### src/rtl/play_judge_pkg.sv
// play_judge shared constants: grade encoding, base points, default windows.
package play_judge_pkg;

  typedef enum logic [1:0] {
    GRADE_MISS    = 2'd0,
    GRADE_GOOD    = 2'd1,
    GRADE_PERFECT = 2'd2
  } grade_e;

  typedef enum logic [1:0] {
    IDLE = 2'd0,
    RUN  = 2'd1,
    DONE = 2'd2
  } state_e;

  localparam int PTS_PERFECT = 3;
  localparam int PTS_GOOD    = 1;
  localparam int PTS_MISS    = 0;

  localparam int DEF_WIN_PERFECT = 3;
  localparam int DEF_WIN_GOOD    = 8;

endpackage

### src/rtl/play_judge_if.sv
// Chart-note handshake and key-hit bundle between sequencer and judge.
interface play_judge_if #(
  parameter int LANES  = 7,
  parameter int TIME_W = 20
);
  localparam int LW = (LANES > 1) ? $clog2(LANES) : 1;

  logic              note_valid;
  logic              note_ready;
  logic [LW-1:0]     note_lane;
  logic [TIME_W-1:0] note_time;
  logic              note_last;
  logic              hit_valid;
  logic [LW-1:0]     hit_lane;

  modport master (
    output note_valid, note_lane, note_time, note_last,
    output hit_valid, hit_lane,
    input  note_ready
  );

  modport slave (
    input  note_valid, note_lane, note_time, note_last,
    input  hit_valid, hit_lane,
    output note_ready
  );
endinterface

### src/rtl/judge_fifo.sv
// Pending-note FIFO of {lane, time, last}; same-cycle push and pop.
module judge_fifo #(
  parameter int W     = 28,
  parameter int DEPTH = 4
) (
  input  logic         clk,
  input  logic         rst,
  input  logic         push,
  input  logic         pop,
  input  logic [W-1:0] din,
  output logic [W-1:0] dout,
  output logic         full,
  output logic         empty
);
  localparam int AW = (DEPTH > 1) ? $clog2(DEPTH) : 1;

  logic [W-1:0] mem [DEPTH];
  logic [AW:0]  wr;
  logic [AW:0]  rd;

  assign empty = (wr == rd);
  assign full  = (wr[AW] != rd[AW]) &&
                 (wr[AW-1:0] == rd[AW-1:0]);
  assign dout  = mem[rd[AW-1:0]];

  always_ff @(posedge clk) begin
    if (push && !full) mem[wr[AW-1:0]] <= din;
  end

  always_ff @(posedge clk) begin
    if (rst) begin
      wr <= '0;
      rd <= '0;
    end else begin
      if (push && !full) wr <= wr + 1'b1;
      if (pop && !empty) rd <= rd + 1'b1;
    end
  end
endmodule

### src/rtl/play_judge.sv
// Rhythm-game judgement engine: grades hits against the oldest pending note.
// PLAY_JUDGE_COMBO_BONUS_EN adds combo>>3 bonus points per PERFECT/GOOD.
module play_judge
  import play_judge_pkg::*;
#(
  parameter int LANES       = 7,
  parameter int TIME_W      = 20,
  parameter int WIN_PERFECT = DEF_WIN_PERFECT,
  parameter int WIN_GOOD    = DEF_WIN_GOOD,
  parameter int DEPTH       = 4,
  parameter int SCORE_W     = 21,
  parameter int COMBO_W     = 10,
  localparam int LW = (LANES > 1) ? $clog2(LANES) : 1
) (
  input  logic               clk,
  input  logic               rst,
  input  logic               en,
  input  logic               tick,
  play_judge_if.slave        bus,
  output logic               judge_valid,
  output logic [1:0]         judge_grade,
  output logic [LW-1:0]      judge_lane,
  output logic [LANES-1:0]   lane_led,
  output logic [SCORE_W-1:0] score,
  output logic [COMBO_W-1:0] combo,
  output logic [COMBO_W-1:0] max_combo,
  output logic [COMBO_W-1:0] n_perfect,
  output logic [COMBO_W-1:0] n_good,
  output logic [COMBO_W-1:0] n_miss,
  output logic               done
);
  localparam int FW = LW + TIME_W + 1;
  localparam int DW = TIME_W + 2;
  localparam int AW = ((SCORE_W > COMBO_W) ? SCORE_W : COMBO_W) + 2;

  state_e              state;
  logic [TIME_W-1:0]   now;
  logic                last_popped;
  logic                full;
  logic                empty;
  logic                push;
  logic                pop;
  logic [FW-1:0]       head;
  logic [LW-1:0]       h_lane;
  logic [TIME_W-1:0]   h_time;
  logic                h_last;
  logic signed [DW-1:0] d;
  logic signed [DW-1:0] wg;
  logic signed [DW-1:0] wp;
  logic                active;
  logic                in_good;
  logic                is_perf;
  logic                hit_ok;
  logic                miss;
  logic [AW-1:0]       add;
  logic [AW-1:0]       sum;
  logic [SCORE_W-1:0]  score_nx;
  logic [COMBO_W-1:0]  combo_nx;

  judge_fifo #(.W(FW), .DEPTH(DEPTH)) u_fifo (
    .clk   (clk),
    .rst   (rst),
    .push  (push),
    .pop   (pop),
    .din   ({bus.note_lane, bus.note_time, bus.note_last}),
    .dout  (head),
    .full  (full),
    .empty (empty)
  );

  assign {h_lane, h_time, h_last} = head;
  assign bus.note_ready = !full;
  assign push = bus.note_valid && !full && en && (state != DONE);

  // Two guard bits keep the offset exact for any in-range note time.
  assign wg = DW'(WIN_GOOD);
  assign wp = DW'(WIN_PERFECT);
  assign d  = $signed({2'b00, now}) - $signed({2'b00, h_time});

  assign in_good = (d >= -wg) && (d <= wg);
  assign is_perf = (d >= -wp) && (d <= wp);
  assign active  = en && (state == RUN) && !empty;
  assign hit_ok  = active && bus.hit_valid &&
                   (bus.hit_lane == h_lane) && in_good;
  assign miss    = active && !hit_ok && (d > wg);
  assign pop     = hit_ok || miss;

  always_comb begin
    add = is_perf ? AW'(PTS_PERFECT) : AW'(PTS_GOOD);
`ifdef PLAY_JUDGE_COMBO_BONUS_EN
    add = add + AW'(combo >> 3);
`else
    add = add + AW'(PTS_MISS);
`endif
    sum = AW'(score) + add;
    score_nx = (sum > AW'({SCORE_W{1'b1}})) ?
               {SCORE_W{1'b1}} : sum[SCORE_W-1:0];
    combo_nx = (&combo) ? combo : combo + 1'b1;
  end

  always_ff @(posedge clk) begin
    if (rst) begin
      state       <= IDLE;
      now         <= '0;
      last_popped <= 1'b0;
      judge_valid <= 1'b0;
      judge_grade <= '0;
      judge_lane  <= '0;
      lane_led    <= '0;
      score       <= '0;
      combo       <= '0;
      max_combo   <= '0;
      n_perfect   <= '0;
      n_good      <= '0;
      n_miss      <= '0;
      done        <= 1'b0;
    end else begin
      judge_valid <= 1'b0;
      lane_led    <= (state == RUN && !empty && in_good) ?
                     (LANES'(1) << h_lane) : '0;
      if (state == IDLE)
        now <= '0;
      else if (state == RUN && en && tick)
        now <= now + 1'b1;
      if (pop) begin
        judge_valid <= 1'b1;
        judge_lane  <= h_lane;
        last_popped <= last_popped | h_last;
      end
      if (hit_ok) begin
        judge_grade <= is_perf ? GRADE_PERFECT : GRADE_GOOD;
        score       <= score_nx;
        combo       <= combo_nx;
        if (combo_nx > max_combo) max_combo <= combo_nx;
        if (is_perf) begin
          if (!(&n_perfect)) n_perfect <= n_perfect + 1'b1;
        end else begin
          if (!(&n_good)) n_good <= n_good + 1'b1;
        end
      end else if (miss) begin
        judge_grade <= GRADE_MISS;
        combo       <= '0;
        if (!(&n_miss)) n_miss <= n_miss + 1'b1;
      end
      case (state)
        IDLE: if (push) state <= RUN;
        RUN: begin
          if (last_popped && empty) begin
            state <= DONE;
            done  <= 1'b1;
          end
        end
        DONE: done <= 1'b1;
        default: state <= IDLE;
      endcase
    end
  end
endmodule

### src/flat_wrapper.sv
// flat-port wrapper written by rule: the top's interface ports become plain ports
module play_judge_flat import play_judge_pkg::*;
#(
  parameter int LANES       = 7,
  parameter int TIME_W      = 20,
  parameter int WIN_PERFECT = DEF_WIN_PERFECT,
  parameter int WIN_GOOD    = DEF_WIN_GOOD,
  parameter int DEPTH       = 4,
  parameter int SCORE_W     = 21,
  parameter int COMBO_W     = 10,
  localparam int LW = (LANES > 1) ? $clog2(LANES) : 1
)
  (clk, rst, en, tick, judge_valid, judge_grade, judge_lane, lane_led, score, combo, max_combo, n_perfect, n_good, n_miss, done, bus_note_valid, bus_note_lane, bus_note_time, bus_note_last, bus_hit_valid, bus_hit_lane, bus_note_ready);
  play_judge_if #(.LANES(LANES), .TIME_W(TIME_W)) bus_i ();
  input  logic clk;
  input  logic rst;
  input  logic en;
  input  logic tick;
  output logic judge_valid;
  output logic [1:0] judge_grade;
  output logic [LW-1:0] judge_lane;
  output logic [LANES-1:0] lane_led;
  output logic [SCORE_W-1:0] score;
  output logic [COMBO_W-1:0] combo;
  output logic [COMBO_W-1:0] max_combo;
  output logic [COMBO_W-1:0] n_perfect;
  output logic [COMBO_W-1:0] n_good;
  output logic [COMBO_W-1:0] n_miss;
  output logic done;
  input wire logic [$bits(bus_i.note_valid)-1:0] bus_note_valid;
  input wire logic [$bits(bus_i.note_lane)-1:0] bus_note_lane;
  input wire logic [$bits(bus_i.note_time)-1:0] bus_note_time;
  input wire logic [$bits(bus_i.note_last)-1:0] bus_note_last;
  input wire logic [$bits(bus_i.hit_valid)-1:0] bus_hit_valid;
  input wire logic [$bits(bus_i.hit_lane)-1:0] bus_hit_lane;
  output wire logic [$bits(bus_i.note_ready)-1:0] bus_note_ready;
  assign bus_i.note_valid = bus_note_valid;
  assign bus_i.note_lane = bus_note_lane;
  assign bus_i.note_time = bus_note_time;
  assign bus_i.note_last = bus_note_last;
  assign bus_i.hit_valid = bus_hit_valid;
  assign bus_i.hit_lane = bus_hit_lane;
  assign bus_note_ready = bus_i.note_ready;
  play_judge #(.LANES(LANES), .TIME_W(TIME_W), .WIN_PERFECT(WIN_PERFECT), .WIN_GOOD(WIN_GOOD), .DEPTH(DEPTH), .SCORE_W(SCORE_W), .COMBO_W(COMBO_W)) u_core (.clk(clk), .rst(rst), .en(en), .tick(tick), .bus(bus_i), .judge_valid(judge_valid), .judge_grade(judge_grade), .judge_lane(judge_lane), .lane_led(lane_led), .score(score), .combo(combo), .max_combo(max_combo), .n_perfect(n_perfect), .n_good(n_good), .n_miss(n_miss), .done(done));
endmodule
### config.mk
export PLATFORM = sky130hd
export DESIGN_NAME = play_judge_flat
export DESIGN_NICKNAME = d
export VERILOG_FILES = /design/src/rtl/play_judge_pkg.sv /design/src/rtl/play_judge_if.sv /design/src/rtl/judge_fifo.sv /design/src/rtl/play_judge.sv /design/src/flat_wrapper.sv
export SDC_FILE = /design/constraint.sdc
export NUM_CORES = 1
export LEC_CHECK = 0
export CAP_MARGIN = 5
export CORE_MARGIN = 2
export CORE_UTILIZATION = 45
export DETAILED_ROUTE_END_ITERATION = 8
export PLACE_DENSITY = 0.69
export SLEW_MARGIN = 20
export SYNTH_ARGS = -nofsm -noshare
export SYNTH_HDL_FRONTEND = slang
export SYNTH_SLANG_ARGS = --single-unit
### constraint.sdc
create_clock -name clk -period 8.66 [get_ports clk]
set_input_delay 0.866 -clock clk [delete_from_list [all_inputs] [get_ports clk]]
set_output_delay 0.866 -clock clk [all_outputs]
set_load 0.05 [all_outputs]
### After elaboration in Yosys (flattened, before gate mapping)

Memories as Yosys holds them, arrays and structs flattened. A register that Yosys moved wholly into a read port is not among the register bits.
Index checks and enable logic that the tools add are counted.

* muxes and demuxes: 18
* multipliers: 0
* div/mod/pow operators: 0
* shift-type cells: 1
* reduce and logical (&&, ||, !) cells: 38
* bitwise logic cells: 8
* $add $sub $neg: 9
* equality and inequality tests: 9
* $lt $le $gt $ge: 7

Operators by type and width (count)
* $add 10x1->10 const B: 4
* $reduce_and 10->1: 4
* $mux 10: 3
* $add 21x23->23: 1
* $gt 23x21->1 const B: 1
* $ge 22x3->1 const B: 1
* $ge 22x4->1 const B: 1
* $gt 22x5->1 const B: 1
* $le 22x3->1 const B: 1
* $le 22x5->1 const B: 1
* $mux 21: 1
* $sub 20x20->21: 1
* $add 20x1->20 const B: 1
* $logic_and 1x1->1: 19
* $mux 2: 8
* $reduce_and 3->1: 4
* $gt 10x10->1: 1
* $not 1->1: 7
* $shl 1x3->7 const A: 1
* $add 3x1->3 const B: 2
* $eq 3x3->1: 2
* $ne 2x2->1 const B: 3
* $pmux 2 s3: 1
* $mux 1: 4
* 12 further kinds: 17

* memories kept: 1
* memory bits (read-only): 0
* bits in registers: 114
* bits of input ports: 33
* logic and storage cells: 107
* latch bits: 0
* bits in writable memories: 96

Memory list
* u_core.u_fifo.mem: depth 4, bits a word 24, rd ports 1, clocked after Yosys merged registers in 1, write ports 1, line judge_fifo.sv:17 `logic [W-1:0] mem [DEPTH];`

### Longest topological paths before layout

Gate-level depths: netlist of run 1.

* depth after elaboration: 13
* depth in mapped cells: 29
* gate-level depth less buffers: 24

### Hierarchy

From an unflattened synthesis of run 1, not the netlist that was laid out.

* cell total of the unflattened synthesis: 1101
* area total of the unflattened synthesis: 11208.2 um2

By module, submodules not included
* play_judge: times used 1, cells each 907, seq. area each 2162.1 um2, area each 7169.4 um2
* judge_fifo: times used 1, cells each 194, seq. area each 3042.9 um2, area each 4038.9 um2

### Worst setup path before layout of run 1

OpenSTA, ideal clock, no wires.

* kind: flip-flop to flip-flop
* start: register (tool-made name)
* end: register u_core.score[15]
* period minus slack after synthesis: 6738 ps
* library setup time: 161 ps
* data required time: 8499 ps
* arrival time: 6577 ps
* path slack: 1922 ps
* cell stages (with the launch flop): 25
* cell sequence: dfxtp_1 > clkbuf_1 > buf_1 > mux4_2 > ha_1 > fa_1 > nand2b_2 > a211oi_2 > o21a_2 > o21a_1 > nor2_1 > nand4b_1 > or2_2 > o41ai_1 > ha_1 > a21oi_1 > nor3_1 > and2_1 > clkbuf_1 > o21ai_0 > a32o_1 > and3_1 > nor4_2 > and3_1 > a311oi_1

RTL lines
* end signal: assignment: line play_judge.sv:132 `score <= score_nx;`
* end: declaration: line play_judge.sv:24 `output logic [SCORE_W-1:0] score,`

==> results of run 1 <==
-- through the flow --
stage	setup slack, ns	std cells
2_1_floorplan	1.922	1078
3_3_place_gp	1.477	1482
3_5_place_dp	1.339	1482
4_1_cts	1.307	1526
5_1_grt	0.5749	1526
6_report	1.322	1526
-- worst max-delay path, delay by kind of cell (launching register included) --
family / cells / cell delay (ns)
compound gates: 10 / 2.36
buf+inv: 1 / 0.41
mux: 1 / 0.56
fa+ha+maj: 3 / 0.85
simple gates: 8 / 2.65
flops: 1 / 0.31
-- power breakdown --
part	leakage, nW	switching [mW]	total [mW]	internal (mW)
clock network	0.395	0.412	1.04	0.628
registers	1.81	0.00366	1.06	1.06
logic	2.54	0.0524	0.0898	0.0374
total	4.75	0.468	2.19	1.72
-- worst paths after layout --
path | start | to | slack (ns) | cells past startpoint
worst min register to register | u_core.done | u_core.done | 0.44 | 2
worst max-delay path | flip-flop | u_core.score[16] | 1.32 | 23
worst min-delay path | u_core.done | u_core.done | 0.44 | 2
worst max register to register | flip-flop | u_core.score[16] | 1.32 | 23
-- cell usage after synthesis, drive strengths merged, types with 9 or more instances --
library cell / count
a211oi: 10
a21oi: 65
a311oi: 11
a31oi: 9
and2: 14
and3: 33
and4: 9
buf: 23
clkbuf: 26
dfxtp: 116
edfxtp: 96
ha: 42
inv: 52
mux2: 13
mux2i: 17
mux4: 24
nand2: 95
nand2b: 23
nand3: 39
nand4: 26
nor2: 103
nor2b: 18
nor3: 19
o21ai: 40
or2: 10
or3: 10
xnor2: 19
xor2: 33
-- flip-flops by register name, indices dropped and copies added, names as in the netlist, 3 cells and up, named ones only --
register and cells:
u_core.n_miss 10, u_core.u_fifo.wr 3, u_core.u_fifo.mem 96, u_core.score 21, u_core.n_good 10, u_core.u_fifo.rd 3, u_core.lane_led 7, u_core.combo 10
u_core.now 20, u_core.max_combo 10, u_core.judge_lane 3, u_core.n_perfect 10
-- final cells by class --
class / instances / area share, %
sequential: 212 / 39.26
inverter: 52 / 1.472
tap: 324 / 3.058
clock buffer: 29 / 4.899
multi-input combinational: 765 / 40.47
clock inverter: 15 / 1.340
timing repair buffer: 129 / 9.495
-- cell families after synthesis --
family,count (synthesis),share of synthesized area [%]
compound gates,193,11.87
xor+xnor,52,4.146
fa+ha+maj,44,5.148
buf+inv,101,3.815
flops,212,47.38
mux,54,7.802
simple gates,422,19.84
-- routing by layer --
metal / routed length [um] / GRT usage [%]
met1: 11310 / 25.59
met2: 11810 / 32.13
met3: 1074 / 2.753
met4: 432 / 5.037
met5: 0 / 0
==> results.ini, run 1 <==
[outcome]
status = complete, no violations

[pwr]
power_mw = 2.190
irDropWorstVdd_mv = 0.1893
p_per_area_nw_per_um2 = 165.2
power.leakage_nw = 4.746

[layout]
drive_above_1_share_pct = 9.983
seq_area_um2 = 5205
final_util_pct = 54.83
multi_input_area_um2 = 5365
fill_cells = 2074
final_common_cell = clkdlybuf4s50_1
final_cell_mix = clkdlybuf4s50_1, dfxtp_1, nor2_1, edfxtp_1, nand2_1
syn2layout_area_growth_pct = 20.67
layout.nets = 1261
antenna_cells = 0
final_cell_area_um2 = 13260

[sta]
post-route-min-period_ns = 7.338
max_freq_mhz = 136.3
final-max-slew-violation-count = 0
whs_ns = 0.4433
setup_tns_ns = 0
hold_viol_final = 0
rsz0062_at_grt = no
skew_ns = 0.02207
worstMarginPinSlew_ns = 0.8865
slew_headroom_pct = 40.90
fin_crit_sh_pct = 84.73
final-setup-viol-count = 0

[clock_network]
cts_tree = yes
htreeDepth = 1
cts-resized-gates = 0
clockRootBuffer = clkbuf_16
post-cts-setup-buffers = 0
clock_latency_ns = 0.53
cts_made_buffers = 24
clk_path_buf_depth = 3
cts_hold_buf = 0
clk_pin_slew_ns = 0.06
cts_sinks = 212

[detailed_routing]
wl_per_cell_um = 16.14
dr.pass1.iters = 5
antenna_left = 0
vias_per_cell = 5.509
vias = 8407
drc_errors = 0
drtIter0Drc = 592
wl_um = 24630

[die]
die_h_um = 160.2
die_w_um = 160.2
dieArea_um2 = 25680
std_cell_rows = 57
initial_utilization_pct = 45.44
pin_count = 119
core_um2 = 24180

[synth]
synth_fp_nets = 1155
synth-main-ff-cell = dfxtp_1
synth_cells = 1078
ys_warn_count = 0
yosys.area.top_type = edfxtp_1
syn_area_um2 = 10990
yosysUniqueCellTypes = 82
synth_edf_count = 96
syn_avg_cell_area_um2 = 10.19
ys_seq_area_share_pct = 47.38
synth-seq-cells = 212
ys_async_sr_fraction_pct = 0
synth_top_area_share_pct = 26.24
synth.area.top_cells = edfxtp_1, dfxtp_1, mux4_2

[global_route]
grt_max_degree = 62
antenna_found_initial = 0
track_usage_pct = 18.97
grt_pass1_wl_um = 40430
overflow = 0
grt_pass1_vias = 7936

[worst_setup_path]
crit_path_top_delay_cell = nor3_1
cp-start-kind = flip-flop
path_cells = buf_4, mux4_2, ha_1, fa_1, nand2b_2, a211oi_2, o21ai_1, nand2_1, nand3_1, a211oi_1, nand4bb_1, o41ai_1, ha_1, a21oi_1, nor3_1, and2_1, o21ai_0, a32o_1, and3_1, nor2_1, o21ai_0, a21oi_1, a211oi_1
cp.required_ns = 9.03
path_max_fanout = 24
endpoint_kind = flip-flop
crit_path_max_incr_delay_ns = 0.66
crit_type = reg -> reg
crit_arrival_ns = 7.70

[placement]
dp_hpwl_um = 17260
place_area_um2 = 12430
portBuffers = 118
gp_congestion = 0.8582

[flow_run]
maxCapViolCount = 0

[min_path]
hold_path_class = reg -> reg

Note: power is estimated with default switching activity, not from simulation.
==> run 2: changes to the inputs <==
--- a/config.mk
+++ b/config.mk
@@ -9,7 +9,7 @@
 export CORE_MARGIN = 2
 export CORE_UTILIZATION = 45
 export DETAILED_ROUTE_END_ITERATION = 8
-export PLACE_DENSITY = 0.69
+export PLACE_DENSITY = 0.71
 export SLEW_MARGIN = 20
 export SYNTH_ARGS = -nofsm -noshare
 export SYNTH_HDL_FRONTEND = slang
==> constraint.sdc (replaced) <==
create_clock -name clk -period 6.3 [get_ports clk]
set_input_delay 0.63 -clock clk [delete_from_list [all_inputs] [get_ports clk]]
set_output_delay 0.63 -clock clk [all_outputs]
set_load 0.05 [all_outputs]
==> run 2 against run 1 <==
  * Critical path type unchanged
  * Power up 34%
  * Sequential power up 38%
  * Hold slack better by 0.016 ns
  * Clock skew up 0.0085 ns
  * Clock-buffer cell count up 2
  * Cell area up 1.1%
==> results.ini, run 2 (synthesis gave the netlist of run 1 again) <==
[sta]
final-setup-viol-count = 0
final-max-slew-violation-count = 0
slew_headroom_pct = 48.48
fin_crit_sh_pct = 93.55
post-route-min-period_ns = 5.893
hold_viol_final = 0
whs_ns = 0.4589
max_freq_mhz = 169.7
setup_tns_ns = 0
timing.final.ws_setup_ns = 0.4065
worstMarginPinSlew_ns = 0.7728
skew_ns = 0.03056

[worst_setup_path]
cp_num_buf_inv = 1
crit_path_max_incr_delay_ns = 0.54
cp_common_cell = and3_1
path_max_fanout = 13
cp-start-kind = flip-flop
cp.required_ns = 6.72
cp_top_family = simple AND/OR/NAND/NOR gates
crit_path_top_delay_cell = mux4_2
endpoint_kind = flip-flop
path_cells = mux4_2, ha_1, fa_1, nand2b_2, a211oi_4, o21a_2, o21a_1, nor2_1, nand4b_1, or2_2, o41ai_4, fa_2, and3_1, and3_1, nand2_1, xor2_1, nor3_1, and3_1, nor2_1, buf_4, o21ai_0, a21oi_1, a311oi_1
crit_type = reg -> reg
crit_arrival_ns = 6.31

[clock_network]
clk_path_buf_depth = 3
cts_hold_buf = 0
clock_latency_ns = 0.54
clk_pin_slew_ns = 0.06
cts-resized-gates = 0
htreeDepth = 1
post-cts-setup-buffers = 0
cts_made_buffers = 24
clockRootBuffer = clkbuf_16
cts_tree = yes
cts_sinks = 212

[die]
std_cell_rows = 57
die_h_um = 160.2
initial_utilization_pct = 45.44
pin_count = 119
die_w_um = 160.2
dieArea_um2 = 25680
core_um2 = 24180

[layout]
fill_cells = 2072
layout.nets = 1273
final_common_cell = clkdlybuf4s50_1
antenna_cells = 0
largest_reg_flops = 96
drive_above_1_share_pct = 11.21
syn2layout_area_growth_pct = 21.98
final_cell_mix = clkdlybuf4s50_1, dfxtp_1, nor2_1, edfxtp_1, nand2_1

[pwr]
pwr-share-comb_pct = 4.3
power_frac_seq_pct = 49.5
clockPowerShare_pct = 46.2
p_per_area_nw_per_um2 = 219.5
irDropWorstVdd_mv = 0.2361
intPower_mw = 2.315
power_mw = 2.942
power.leakage_nw = 4.815
switching_power_mw = 0.6273
p_sw_share_pct = 21.32

[detailed_routing]
wl_per_cell_um = 15.86
wl_um = 24380
drc_errors = 0
dr.pass1.iters = 5
vias = 8427
drtIter0Drc = 536
antenna_left = 0
vias_per_cell = 5.483

[global_route]
grt_pass1_wl_um = 40500
overflow = 0
grt_max_degree = 65
track_usage_pct = 18.93
grt_pass1_vias = 8165
antenna_found_initial = 2

[outcome]
status = complete, no violations

[placement]
gp_congestion = 0.8962
dp_hpwl_um = 17590
place_ws_ns = 0.1319
portBuffers = 118

[flow_run]
maxCapViolCount = 0

[min_path]
hold_path_class = reg -> reg
worstHoldStart = u_core.judge_lane[1]

==> run 2: cell types whose count changed in the layout (fill, tap and decap cells not counted), moves of 3 or more <==
cell / before / now
nor2_1: 103 / 100
clkinvlp_4: 4 / 0
clkbuf_1: 2 / 5
buf_4: 11 / 20
clkinv_1: 1 / 4
nor2_2: 0 / 3
==> run 2: stage by stage <==
step	utilization [%]	cells	area, um^2
2_1_floorplan	-	1078	11000
3_3_place_gp	51.89	1494	12550
3_5_place_dp	51.89	1494	12550
4_1_cts	55.12	1537	13330
5_1_grt	55.43	1537	13400
6_report	55.43	1537	13400
==> run 2: power by group through the flow <==
stage	Clock [mW]	Sequential [mW]	Combinational [mW]
2_1_floorplan	0	1.49	0.0767
3_3_place_gp	0	1.49	0.122
3_5_place_dp	0	1.49	0.124
4_1_cts	1.38	1.46	0.125
5_1_grt	1.45	1.46	0.139
6_report	1.36	1.46	0.126
==> run 2: worst min-delay path: cells and delay by family, from the launching register on <==
family	cells	cell delay [ns]
AOI/OAI and AO/OA	1	0.05
DFF	1	0.31
and+or+nand+nor	1	0.05
==> run 2: path summary, 6_finish.rpt <==
kind	cells after the start	slack, ns	endpoint
max	23	0.41	u_core.score[15]
min	2	0.46	u_core.judge_lane[1]
max reg2reg	23	0.41	u_core.score[15]
min reg2reg	2	0.46	u_core.judge_lane[1]
==> run 2: layer usage <==
| layer | vias up | routed length [um] | global-route usage, % |
|---|---|---|---|
| li1 | 4169 | - | - |
| met1 | 4021 | 10930 | 24.37 |
| met2 | 180 | 11610 | 32.13 |
| met3 | 53 | 1104 | 3.610 |
| met4 | 4 | 714 | 6.388 |
| met5 | - | 27 | 0 |
==> run 2: cell type report <==
cell class	count	area [um^2]	share of cell area, %
Multi-Input combinational cell	765	5435	40.56
Sequential cell	212	5206	38.85
Timing Repair Buffer	141	1378	10.28
Clock buffer	31	646.9	4.827
Tap cell	324	405.4	3.025
Inverter	52	195.2	1.457
Clock inverter	12	133.9	0.9991
==> run 3: changes to the inputs <==
--- a/config.mk
+++ b/config.mk
@@ -6,10 +6,12 @@
 export NUM_CORES = 1
 export LEC_CHECK = 0
 export CAP_MARGIN = 5
+export CELL_PAD_IN_SITES_DETAIL_PLACEMENT = 1
+export CELL_PAD_IN_SITES_GLOBAL_PLACEMENT = 1
 export CORE_MARGIN = 2
 export CORE_UTILIZATION = 45
 export DETAILED_ROUTE_END_ITERATION = 8
-export PLACE_DENSITY = 0.71
+export PLACE_DENSITY = 0.84
 export SLEW_MARGIN = 20
 export SYNTH_ARGS = -nofsm -noshare
 export SYNTH_HDL_FRONTEND = slang
==> constraint.sdc (replaced) <==
create_clock -name clk -period 5.98 [get_ports clk]
set_input_delay 0.598 -clock clk [delete_from_list [all_inputs] [get_ports clk]]
set_output_delay 0.598 -clock clk [all_outputs]
set_load 0.05 [all_outputs]
==> run 3 against run 2 <==
  * Global-route usage rose by 5.0 points
  * Critical path depth up 5
  * Cell area rose by 2.0%
  * Worst setup slack got worse by 0.23 ns
  * Critical endpoint unchanged
  * Clock power barely moved
==> results.ini, run 3 (synthesis gave the netlist of run 1 again) <==
[outcome]
status = complete, no violations

[placement]
portBuffers = 118
place_area_um2 = 12640
gp_congestion = 0.9005
place_ws_ns = -0.2908
dp_hpwl_um = 22230

[detailed_routing]
drc_errors = 0
antenna_left = 0
vias = 8927
dr.pass1.iters = 5
drtIter0Drc = 498
wl_um = 31710
wl_per_cell_um = 20.39
vias_per_cell = 5.741

[layout]
final_common_cell = clkdlybuf4s50_1
antenna_cells = 0
layout.nets = 1290
largest_reg_flops = 96
fill_cells = 2624
final_util_pct = 56.53
syn2layout_area_growth_pct = 24.42
final_cell_area_um2 = 13670
final_cell_mix = clkdlybuf4s50_1, dfxtp_1, nor2_1, edfxtp_1, nand2_1
drive_above_1_share_pct = 14.05

[worst_setup_path]
cp-start-kind = flip-flop
crit_path_top_delay_cell = mux4_2
reg2reg_depth = 28
crit_type = reg -> reg
r2r-end = u_core.score[15]
crit_path_max_incr_delay_ns = 0.50
ff2ff_setup_slack_ns = 0.17
path_max_fanout = 9
crit_arrival_ns = 6.21
cp.required_ns = 6.39
endpoint_kind = flip-flop

[pwr]
irDropWorstVdd_mv = 0.2759
power_mw = 3.064
p_per_area_nw_per_um2 = 224.2
power.leakage_nw = 4.933

[clock_network]
htreeDepth = 1
cts_made_buffers = 24
clk_pin_slew_ns = 0.06
clock_latency_ns = 0.52
clockRootBuffer = clkbuf_16
cts_tree = yes
cts_sinks = 212
clk_path_buf_depth = 3

[die]
pin_count = 119
core_um2 = 24180
dieArea_um2 = 25680
std_cell_rows = 57
die_w_um = 160.2
initial_utilization_pct = 45.44
die_h_um = 160.2

[sta]
slew_headroom_pct = 40.27
final-max-slew-violation-count = 0
max_freq_mhz = 172.2
hold_viol_final = 0
fin_crit_sh_pct = 97.09
setup_tns_ns = 0
worstMarginPinSlew_ns = 0.8960
timing.final.ws_setup_ns = 0.1737
skew_ns = 0.01845
final-setup-viol-count = 0
post-route-min-period_ns = 5.806

[global_route]
overflow = 0
grt_pass1_wl_um = 50010
grt_max_degree = 74
antenna_found_initial = 1
track_usage_pct = 23.94
grt_pass1_vias = 9255

[min_path]
min_delay_path_depth = 2
hold_path_class = reg -> reg
worstHoldStart = u_core.judge_lane[0]
min_to = u_core.judge_lane[0]

[flow_run]
maxCapViolCount = 0

==> run 3: stage by stage <==
step / cells / hold WS (ns)
after floorplan: 1078 / 0.4394
after global placement: 1505 / 0.4413
after detailed placement: 1505 / 0.4510
after CTS: 1549 / 0.4495
after global routing: 1555 / 0.4832
final: 1555 / 0.4682
==> run 3: worst max-delay path by stage <==
stage | to | slack [ns]
after floorplan | u_core.score[3] | 0.05
after global placement | u_core.score[9] | 0.03
after detailed placement | u_core.score[15] | -0.29
after CTS | u_core.score[15] | 0.02
after global routing | u_core.score[5] | -0.12
final | u_core.score[15] | 0.17
==> run 3: cell type report <==
class	count	area [um^2]	share of cell area [%]
multi-input combinational	765	5609	41.04
sequential	212	5209	38.11
timing repair buffer	158	1520	11.12
clock buffer	35	683.2	4.998
tap	324	405.4	2.966
inverter	52	195.2	1.428
clock inverter	9	46.29	0.3387
==> run 3: critical path: cells and delay by family, from the launching register on <==
kind | cells | cell delay, ns
simple gates | 10 | 1.69
flops | 1 | 0.41
buf+inv | 5 | 0.77
mux | 1 | 0.50
compound gates | 10 | 1.74
fa+ha+maj | 2 | 0.60
==> run 3: timing repair <==
item,in CTS,in global routing
endpoints found under the setup margin,17,18
hold buffers,0,0
buffers inserted,0,4
pin swaps,1,16
hold endpoints to repair,0,0
resized for setup,10,39
cloned,0,2
==> run 3: power by group <==
group | total [mW] | switching [mW] | internal [mW]
logic | 0.148 | 0.0878 | 0.0605
registers | 1.54 | 0.00604 | 1.53
clock network | 1.38 | 0.588 | 0.791
total | 3.06 | 0.682 | 2.38
==> run 3: routing by layer <==
| metal | vias to the layer above | global-route usage, % | wire length [um] |
|---|---|---|---|
| li1 | 4195 | - | - |
| met1 | 4413 | 31.40 | 13640 |
| met2 | 236 | 40.65 | 15590 |
| met3 | 81 | 3.299 | 1326 |
| met4 | 2 | 8.640 | 1139 |
| met5 | - | 0 | 13 |
